File: config.mk
export PLATFORM = sky130hd
export DESIGN_NAME = example_sweep_ctrl
export DESIGN_NICKNAME = d
export VERILOG_FILES = /design/src/rtl/example_pkg.sv /design/src/rtl/example_settle_timer.sv /design/src/rtl/example_sweep_ctrl.sv
export SDC_FILE = /design/constraint.sdc
export NUM_CORES = 1
export LEC_CHECK = 0
export ABC_AREA = 1
export CAP_MARGIN = 0
export CORE_ASPECT_RATIO = 1.25
export CORE_UTILIZATION = 55
export DETAILED_ROUTE_END_ITERATION = 8
export PLACE_DENSITY = 0.95
export SYNTH_ARGS = -nofsm -noshare
export SYNTH_HDL_FRONTEND = slang
export SYNTH_SLANG_ARGS = --single-unit
File: constraint.sdc
create_clock -name clk -period 3.23 [get_ports clk]
set_clock_uncertainty 0.15 [all_clocks]
set_input_delay 0.323 -clock clk [delete_from_list [all_inputs] [get_ports clk]]
set_output_delay 0.323 -clock clk [all_outputs]
set_load 0.005 [all_outputs]
File: src/rtl/example_pkg.sv
// Shared types and sizes for the example sweep controller.
package example_pkg;

   localparam int unsigned VEC_W   = 6;
   localparam int unsigned NUM_VEC = 64;
   localparam int unsigned CNT_W   = 4;
   localparam int unsigned ONES_W  = 7;

   typedef enum logic [1:0] {
      IDLE   = 2'd0,
      DRIVE  = 2'd1,
      SAMPLE = 2'd2,
      DONE   = 2'd3
   } state_t;

   // Result payload accumulated over one sweep.
   typedef struct packed {
      logic [ONES_W-1:0] ones_cnt;
      logic [VEC_W-1:0]  first_idx;
      logic              found;
      logic              pass;
   } result_t;

endpackage

File: src/rtl/example_settle_timer.sv
// Settle down-counter: loadable, decrements toward zero, flags zero.
module example_settle_timer
   import example_pkg::*;
(
   input  logic             clk,
   input  logic             rst,
   input  logic             load,
   input  logic [CNT_W-1:0] load_val,
   input  logic             dec,
   output logic             zero_c
);

   logic [CNT_W-1:0] cnt;

   // Load has priority; decrement saturates at zero.
   always_ff @(posedge clk) begin
      if (rst) begin
         cnt <= '0;
      end else if (load) begin
         cnt <= load_val;
      end else if (dec && (cnt != '0)) begin
         cnt <= cnt - CNT_W'(1);
      end
   end

   assign zero_c = (cnt == '0);

endmodule

File: src/rtl/example_sweep_ctrl.sv
// Exhaustive 6-input sweep controller: drives every vector, waits for the
// datapath to settle, samples y and accumulates the result summary.
module example_sweep_ctrl
   import example_pkg::*;
#(
   parameter int unsigned SETTLE   = 1,
   parameter int unsigned EXP_ONES = 0
) (
   input  logic              clk,
   input  logic              rst,
   input  logic              start,
   input  logic              abort,
   input  logic              y,
   output logic [VEC_W-1:0]  vec,
   output logic              busy,
   output logic              done,
   output logic [ONES_W-1:0] ones_cnt,
   output logic [VEC_W-1:0]  first_idx,
   output logic              found,
   output logic              pass
);

   state_t            state;
   state_t            state_nx;
   logic [VEC_W-1:0]  vec_nx;
   result_t           res;
   result_t           res_nx;
   logic [ONES_W-1:0] ones_inc;
   logic              busy_nx;
   logic              done_nx;
   logic              tmr_load;
   logic              tmr_dec;
   logic              tmr_zero;

   example_settle_timer u_settle (
      .clk      (clk),
      .rst      (rst),
      .load     (tmr_load),
      .load_val (CNT_W'(SETTLE)),
      .dec      (tmr_dec),
      .zero_c   (tmr_zero)
   );

   // Next-state, next-vector and result update.
   always_comb begin
      state_nx = state;
      vec_nx   = vec;
      res_nx   = res;
      tmr_load = 1'b0;
      tmr_dec  = 1'b0;
      ones_inc = res.ones_cnt + ONES_W'(y);

      case (state)
         IDLE: begin
            if (start) begin
               vec_nx   = '0;
               res_nx   = '0;
               tmr_load = 1'b1;
               state_nx = DRIVE;
            end
         end
         DRIVE: begin
            if (abort) begin
               vec_nx   = '0;
               state_nx = IDLE;
            end else if (tmr_zero) begin
               state_nx = SAMPLE;
            end else begin
               tmr_dec = 1'b1;
            end
         end
         SAMPLE: begin
            if (abort) begin
               vec_nx   = '0;
               state_nx = IDLE;
            end else begin
               res_nx.ones_cnt = ones_inc;
               if (y && !res.found) begin
                  res_nx.first_idx = vec;
                  res_nx.found     = 1'b1;
               end
               if (vec == VEC_W'(NUM_VEC - 1)) begin
                  // pass must already be valid in the cycle done is high
                  res_nx.pass = (ones_inc == ONES_W'(EXP_ONES));
                  state_nx    = DONE;
               end else begin
                  vec_nx   = vec + VEC_W'(1);
                  tmr_load = 1'b1;
                  state_nx = DRIVE;
               end
            end
         end
         DONE: begin
            state_nx = IDLE;
         end
         default: begin
            state_nx = IDLE;
         end
      endcase

      busy_nx = (state_nx == DRIVE) || (state_nx == SAMPLE);
      done_nx = (state_nx == DONE);
   end

   // State and registered outputs.
   always_ff @(posedge clk) begin
      if (rst) begin
         state <= IDLE;
         vec   <= '0;
         res   <= '0;
         busy  <= 1'b0;
         done  <= 1'b0;
      end else begin
         state <= state_nx;
         vec   <= vec_nx;
         res   <= res_nx;
         busy  <= busy_nx;
         done  <= done_nx;
      end
   end

   assign ones_cnt  = res.ones_cnt;
   assign first_idx = res.first_idx;
   assign found     = res.found;
   assign pass      = res.pass;

endmodule

Word-level counts from Yosys, hierarchy flattened
Index checks and enable logic that the tools add are counted.
{"block": "classes", "add_sub_neg": 3, "reduce_logical": 16, "n_mux": 25, "n_eq_ne": 13}
{"op": "$mux 15", "n": 2}
{"op": "$pmux 15 s2", "n": 1}
{"op": "$mux 6", "n": 4}
{"op": "$pmux 6 s3", "n": 1}
{"op": "$reduce_and 4->1", "n": 3}
{"op": "$mux 2", "n": 5}
{"op": "$ne 2x2->1 const B", "n": 5}
{"op": "$mux 1", "n": 9}
{"op": "$eq 2x2->1 const B", "n": 4}
{"op": "$pmux 2 s4", "n": 1}
{"op": "$add 7x1->7", "n": 1}
{"op": "$logic_not 7->1", "n": 1}
{"op": "$mux 7", "n": 1}
{"op": "$add 6x1->6 const B", "n": 1}
{"op": "$eq 6x6->1 const B", "n": 1}
{"op": "$eq 2x1->1 const B", "n": 2}
{"op": "$logic_not 4->1", "n": 1}
{"op": "$reduce_bool 2->1", "n": 2}
{"op": "$reduce_bool 4->1", "n": 1}
{"op": "$sub 4x1->4 const B", "n": 1}
{"op": "$ne 3x3->1 const B", "n": 1}
{"op": "$reduce_and 3->1", "n": 1}
{"op": "$reduce_bool 3->1", "n": 1}
{"op": "$logic_and 1x1->1", "n": 2}
{"op": "5 further kinds", "n": 5}
{"block": "totals", "register_bits": 29, "elab_cells": 67, "input_bits": 5, "out_inout_bits": 23}

Longest topological paths before layout
Gate-level depths: netlist of run 1.
{"block": "depth", "word_depth": 7, "depth_mapped": 11, "depth_no_buf": 11}

Modules after synthesis
A second synthesis of run 1 with hierarchy kept.
{"block": "hier_totals", "hier_cells": 221, "area_unflattened_um2": 1535.2}
{"mod": "example_sweep_ctrl", "n_inst": 1, "cells_per_inst": 180, "seq_area_each_um2": 500.5, "area_per_inst_um2": 1261.2}
{"mod": "example_settle_timer", "n_inst": 1, "cells_per_inst": 41, "seq_area_each_um2": 80.1, "area_per_inst_um2": 274.0}

Worst setup path after synthesis of run 1
No wires, ideal clock.
{"block": "synth_timing", "kind": "reg2reg", "start": "reg u_settle.cnt[0]", "end": "reg busy", "required_time_ps": 2951, "path_slack_ps": 1580, "t_arrival_ps": 1372, "period_less_slack_ps": 1650, "n_path_buf": 0, "setup_ps": 129, "stages_incl_launch_ff": 11, "path_cell_list": "dfxtp_1 -> inv_1 -> ha_1 -> inv_1 -> nor3_1 -> nor2_2 -> inv_1 -> nand2_1 -> ha_1 -> inv_1 -> nor2_1"}
{"block": "synth_via", "elab_chain_len": 6, "elab_cells_between_ends": 7, "classes_between": "2 x eq/ne; 3 x mux; 2 x reduce/logical"}
{"item": "from (decl)", "line": "example_settle_timer.sv:13", "text": "logic [CNT_W-1:0] cnt;"}
{"item": "from (signal assigned)", "line": "example_settle_timer.sv:20", "text": "cnt <= load_val;"}
{"item": "from (signal assigned)", "line": "example_settle_timer.sv:22", "text": "cnt <= cnt - CNT_W'(1);"}
{"item": "$logic_not 4->1 (*)", "line": "example_settle_timer.sv:26", "text": "assign zero_c = (cnt == '0);"}
{"item": "$mux 2 (*)", "line": "example_sweep_ctrl.sv:66", "text": "end else if (tmr_zero) begin"}
{"item": "$mux 2 (*)", "line": "example_sweep_ctrl.sv:63", "text": "if (abort) begin"}
{"item": "$pmux 2 s4 (*)", "line": "example_sweep_ctrl.sv:53", "text": "case (state)"}
{"item": "$eq 2x1->1 or $eq 2x2->1 (tied branches)", "line": "example_sweep_ctrl.sv:101", "text": "busy_nx = (state_nx == DRIVE) || (state_nx == SAMPLE);"}
{"item": "$logic_or 1x1->1 (*)", "line": "example_sweep_ctrl.sv:101"}
{"item": "via busy_nx", "line": "example_sweep_ctrl.sv:29", "text": "logic busy_nx;"}
{"item": "to (signal assigned)", "line": "example_sweep_ctrl.sv:117", "text": "busy <= busy_nx;"}
{"item": "to (decl)", "line": "example_sweep_ctrl.sv:15", "text": "output logic busy,"}
The timed path passes the listed nets; every way through them passes the cells marked *.
A chain may end at the register's enable or synchronous reset.

Final worst setup path of run 1
{"block": "layout_timing", "start": "reg vec[0]", "end": "reg vec[3]"}
{"block": "layout_via", "elab_chain_len": 4, "elab_cells_between_ends": 7, "classes_between": "1 x add/sub; 2 x eq/ne; 3 x mux; 1 x reduce/logical"}
{"item": "from (decl)", "line": "example_sweep_ctrl.sv:14", "text": "output logic [VEC_W-1:0] vec,"}
{"item": "from (signal assigned)", "line": "example_sweep_ctrl.sv:115", "text": "vec <= vec_nx;"}
{"item": "$add 6x1->6", "line": "example_sweep_ctrl.sv:87", "text": "vec_nx = vec + VEC_W'(1);"}
{"item": "$mux 6", "line": "example_sweep_ctrl.sv:82", "text": "if (vec == VEC_W'(NUM_VEC - 1)) begin"}
{"item": "$mux 6", "line": "example_sweep_ctrl.sv:73", "text": "if (abort) begin"}
{"item": "$pmux 6 s3", "line": "example_sweep_ctrl.sv:53"}
Several ways; a longest one is shown, not always the timed one. The select of a mux whose other input is x is not followed.

==> results of run 1 <==
## layout by cell type, fill, tap and decap left out, types with 2 or more instances in the layout
cell type        count
nand2_1             56
inv_1               32
dfxtp_1             29
clkdlybuf4s50_1     27
nor2_1              25
a21oi_1             20
nand3_1             12
o21ai_0             11
ha_1                 5
clkbuf_4             5
nand4_1              4
nor2_8               3
nor3_1               2
nand2_4              2
nor2_2               2
o21bai_1             2
bufinv_16            2
## report_power, final
part / leakage [uW] / total, uW / switching [uW] / internal (uW)
sequential: 0.000235 / 375 / 8.52 / 366
combinational: 0.000494 / 90.3 / 55.0 / 35.3
clock: 0.0000552 / 377 / 137 / 240
## critical path, delay by kind of cell (launching register included)
family / cells / cell delay [ns]
compound gates: 1 / 0.14
simple gates: 6 / 0.79
flops: 1 / 0.45
fa+ha+maj: 1 / 0.24
## cells by family after synthesis
logic type,count (synthesis),synth area share [%]
flops,29,39.1
fa+ha+maj,5,4.21
buf+inv,36,9.60
compound gates,36,13.0
simple gates,108,34.1
## sequential cells by signal (all words and copies together) (netlist names)
name and flops:
u_settle.cnt 4, ones_cnt 7, first_idx 6, pass 1, done 1, busy 1
vec 6, found 1, state 2
## per-stage QoR
stage	power [uW]	std cells	setup slack (ns)
after floorplan	441	214	1.58
after global placement	470	273	1.08
after detailed placement	472	273	1.03
after CTS	847	281	1.37
after global routing	874	281	1.20
final	841	281	1.37
## area by class of cell
cell class	count	area [um2]
clock buffers	5	37.5
clock inverters	3	65.1
fillers	188	603
well taps	33	41.3
inverters	34	135
flip-flops and latches	29	581
repair buffers	28	278
multi-input cells	149	762
## worst max-delay path by stage
stage | slack, ns | startpoint | depth (start not counted) | to
CTS | 1.37 | vec[0] | 8 | busy
global placement | 1.08 | abort | 8 | vec[2]
global route | 1.20 | vec[0] | 9 | vec[4]
floorplan | 1.58 | u_settle.cnt[0] | 10 | busy
detailed placement | 1.03 | abort | 9 | busy
finish | 1.37 | vec[0] | 8 | vec[3]
## per-layer routing
| layer | wire length [um] | global-route usage, % |
|---|---|---|
| met5 | 0 | 0 |
| met1 | 1410 | 26.1 |
| met3 | 123 | 7.63 |
| met4 | 52 | 10.5 |
| met2 | 1580 | 44.5 |
==> summary.txt, run 1 <==
Floorplanning
  – Die height: between 60 and 70 um
  – Starting Density: 59.3%
  – Die area: slightly below 3000 um2
  – Die W: a little under 50 um
  – Core ar.: roughly 2500 um2
  – Core Rows: 20
  – Io pins: 28

Min path
  – Min-Delay Startpoint: u_settle.cnt[3]
  – Worst Hold Depth: 2
  – Worst min path class: reg2reg
  – Hold Path End: u_settle.cnt[3]

Global routing
  – Total gr overflow: 0
  – Initial antenna violation count: 0
  – GRT Overall Usage: between 20% and 30%
  – First-pass GRT wire length: between 5000 and 6000 um
  – Vias in the first global route: ~1300
  – Pin count of the biggest net entering global routing: 20

Detailed routing
  – First-pass iteration count of the detailed router: 4
  – Iteration-0 DRC count of the detailed router: 58
  – Final ANT Viol Nets: 0
  – Residual DRC: 0
  – Final wirelength: 3170 um
  – Vias: about 1500
  – Via density: 5.22
  – Wire per inst: about 11 um

Synthesis
  – Synth cell count leaders: 56 x nand2_1, 32 x inv_1, 29 x dfxtp_1, 25 x nor2_1, 20 x a21oi_1
  – Synthesized area per cell: 6.94 um2
  – Syn Nets: ~220
  – Seq/Total Area, Yosys: 39.1%
  – Synth area leaders: dfxtp_1 39%, nand2_1 14%, inv_1 8.1%
  – Cells after Synth: roughly 210
  – Post-synth EDFFs: 0
  – Cell taking the most area after synthesis: dfxtp_1
  – Synth Warn #: 0
  – Yosys top cell area share: about two fifths
  – Synth Register Bits: 29
  – Synth Flop Type: dfxtp_1
  – Most common cell in the synthesized netlist: nand2_1
  – Unique masters post-synth: 23
  – Netlist Area Pre-Place: ~1500 um2
  – FFs w/ async S/R, synth: 0%

Pwr
  – Cell Pwr Density: 443 nW/um2
  – Leak Pwr: 0.000784 uW
  – Max VDD drop: 0.483 mV

Worst setup path
  – Crit-path max cell delay: between 0.4 and 0.5 ns
  – Crit-path slowest cell: dfxtp_1
  – R2R Path End: vec[3]
  – Worst EP arrival: approximately 2 ns
  – WS Path Type: reg2reg
  – R2R Setup Slk: 1.37 ns
  – Crit Path Max Fanout: 9
  – CP Launch Type: flip-flop
  – RR Startpoint: vec[0]
  – Critical-path cell list: ha_1 -> nand3_1 -> nor2_1 -> nand2_1 -> nand2_2 -> nor2_1 -> o21ai_0 -> nor2_1
  – Most frequent CP cell: nor2_1
  – Data required, critical path: 3.31 ns
  – CP Capture Type: flip-flop
  – Worst Reg-to-Reg Cells: 8

Timing
  – Setup violators final: 0
  – Final Slew Violations: 0
  – Setup tns final: 0 ns
  – Slew HR: 77.1%
  – Worst Max-Slew Pin Slew: approximately 0.34 ns
  – WHS: between 0.3 and 0.4 ns
  – Hold Vio Cnt, Final: 0
  – RSZ-0062 raised after global routing: false
  – Min Tclk post-route: 1.86 ns
  – Tcrit/Tclk final: a little under 60%
  – Fmax: between 500 and 600 MHz

CTS
  – CTS Sinks: 29
  – # H-tree levels: 2
  – Num CTS Buffers: 5
  – Clk slew on worst S/H paths: ~0.09 ns
  – Post-CTS Hold Buffers: 0
  – Root buffer cell: clkbuf_4
  – Postcts setup bufs: 0
  – CTS Buffer Depth: 2
  – Clock Latency Late Sink: between 0.3 and 0.4 ns
  – CTS tree: yes
  – Post_cts resized: 0

Run
  – Max_cap viols: 0

Cells and area
  – ANT cells: 0
  – Design Area, Final: between 1500 and 2000 um2
  – Area Overhead vs Synth: 27.9%
  – Layout cells sized above 1: approximately 7.7%
  – Final core utilization: ~76%
  – # nets final: between 200 and 300

Placement
  – Placed cell areas: between 1500 and 2000 um2
  – GP Congestion: 0.848
  – Detailed Place HPWL: 2210 um
  – # port buffers: 27

Outcome
  – Outcome: finished clean
No activity file was read; power rests on OpenSTA's default activity.
==> run 2, diff against run 1 <==
CORE_UTILIZATION = 46   (was 55)
PLACE_DENSITY = 0.86   (was 0.95)
clock period = 1.6 ns   (was 3.23 ns; I/O delays follow)
==> run 2 against run 1 <==
Effect of this change:
- the flow now finishes with violations (negative setup slack)
- clock power increased by 17%
- wire length increased by 16%
- final cell count increased by 8.5%
- design area increased by 13%
- first-iteration DRC count decreased by 10%
- die area increased by 19%
==> summary.txt, run 2 (same netlist as run 1, synthesis figures left out) <==
Timing
  – Fmax: approximately 620 MHz
  – Final Slew Violations: 0
  – Setup ws final: -0.00367 ns
  – Setup violators final: 1
  – Worst Max-Slew Pin Slew: roughly 0.21 ns
  – Tcrit/Tclk final: 100%
  – WHS: around 0.27 ns
  – RSZ-0062 raised after global routing: true
  – Hold Vio Cnt, Final: 0
  – Setup tns final: -0.00367 ns
  – Min Tclk post-route: between 1.5 and 2 ns
  – Slew HR: 85.6%

Worst setup path
  – CP Capture Type: flip-flop
  – Data required, critical path: approximately 1.7 ns
  – Most frequent CP cell: nor2_1
  – CP Launch Type: flip-flop
  – Worst EP arrival: about 1.7 ns
  – Critical-path cell list: ha_4 -> ha_4 -> nand2_1 -> o21ai_1 -> nand2_1 -> inv_1 -> nand3_1 -> nor2_1 -> nor2_1 -> nor2_1
  – Crit-path slowest cell: dfxtp_2
  – Crit Path Max Fanout: 4
  – Worst Reg-to-Reg Cells: 10
  – Crit-path max cell delay: ~0.36 ns
  – WS Path Type: reg2reg

Floorplanning
  – Core Rows: 22
  – Die area: ~3500 um2
  – Starting Density: 49.5%
  – Io pins: 28
  – Die height: around 66 um
  – Core ar.: 3000 um2
  – Die W: between 50 and 60 um

Cells and area
  – Most common cell after layout, fill and taps aside: nand2_1
  – Sequential cell area: between 600 and 700 um2
  – # nets final: around 280
  – ANT cells: 0
  – Fillcell total: ~230
  – Area of the multi-input gates: 856 um2
  – Area Overhead vs Synth: 44.8%
  – Layout cells sized above 1: between 20% and 30%
  – Most frequent cells in the layout: 55 x nand2_1, 26 x inv_1, 24 x nor2_1, 22 x buf_4, 20 x a21oi_1
  – Max reg flops: 7

Min path
  – Worst min path class: in2reg
  – Worst Hold Depth: 4

Pwr
  – Cell Pwr Density: between 600 and 700 nW/um2
  – Leak Pwr: 0.000976 uW
  – Max VDD drop: 0.593 mV

Detailed routing
  – Iteration-0 DRC count of the detailed router: 52
  – Wire per inst: 12.1 um
  – First-pass iteration count of the detailed router: 4
  – Vias: between 1500 and 2000
  – Final ANT Viol Nets: 0
  – Residual DRC: 0
  – Final wirelength: between 3000 and 4000 um
  – Via density: slightly above 5

CTS
  – # H-tree levels: 2
  – Clk slew on worst S/H paths: 0.09 ns
  – Num CTS Buffers: 5
  – CTS Buffer Depth: 2
  – Root buffer cell: clkbuf_4
  – CTS tree: yes
  – CTS Sinks: 29
  – Clock Latency Late Sink: 0.32 ns

Global routing
  – First-pass GRT wire length: between 5000 and 6000 um
  – GRT Overall Usage: roughly 22%
  – Initial antenna violation count: 0
  – Vias in the first global route: between 1000 and 1500
  – Total gr overflow: 0
  – Pin count of the biggest net entering global routing: 19

Run
  – Max_cap viols: 0

Placement
  – # port buffers: 27
  – Detailed Place HPWL: between 2000 and 2500 um
  – GP Congestion: roughly 0.87

Outcome
  – Outcome: finished with violations
  – Failing checks: negative setup slack
-- run 2: routing by layer --
layer / global-route usage [%] / wire, um
met4: 8.22 / 41
met3: 6.25 / 196
met5: 0 / 0
met2: 39.6 / 1930
met1: 24.7 / 1510
-- run 2: power breakdown --
part	switching (uW)	leakage, uW	total [uW]	internal (uW)
Combinational	131	0.000703	240	109
Clock	235	0.0000314	442	207
Sequential	18.9	0.000242	759	740
-- run 2: per-stage QoR --
step	utilization (%)	instances	instance area [um2]	total power [uW]	setup slack [ns]
2_1_floorplan	-	214	1490	892	0.0120
3_3_place_gp	65.1	295	1950	974	-0.318
3_5_place_dp	65.1	295	1950	978	-0.392
4_1_cts	67.7	302	2030	1420	-0.0108
5_1_grt	71.7	305	2150	1520	-0.110
6_report	71.7	305	2150	1440	-0.00367
-- run 2: what timing repair did --
item / CTS / global route
buffers inserted: 0 / 3
hold buffers: 0 / 0
endpoints found under the setup margin: 8 / 27
pin swaps: 1 / 12
resized for setup: 14 / 33
-- run 2: worst paths after layout --
path	end	start	slack [ns]
setup / recovery	pass	ones_cnt[0]	-0.004
hold / removal	ones_cnt[0]	y	0.27
setup reg to reg	pass	ones_cnt[0]	-0.004
hold reg to reg	first_idx[3]	first_idx[3]	0.32
-- run 2: final cells by class --
cell class | count | area share [%]
repair buffers | 50 | 21.2
inverters | 34 | 6.40
well taps | 36 | 2.09
clock buffers | 7 | 2.56
flip-flops and latches | 29 | 28.0
multi-input cells | 149 | 39.8
-- run 2: critical path, delay by kind of cell (launching register included) --
kind,cells,cell delay [ns]
and+or+nand+nor,6,0.51
DFF,1,0.36
adders and majority gates,2,0.29
AOI/OAI and AO/OA,1,0.17
buffers and inverters,1,0.06
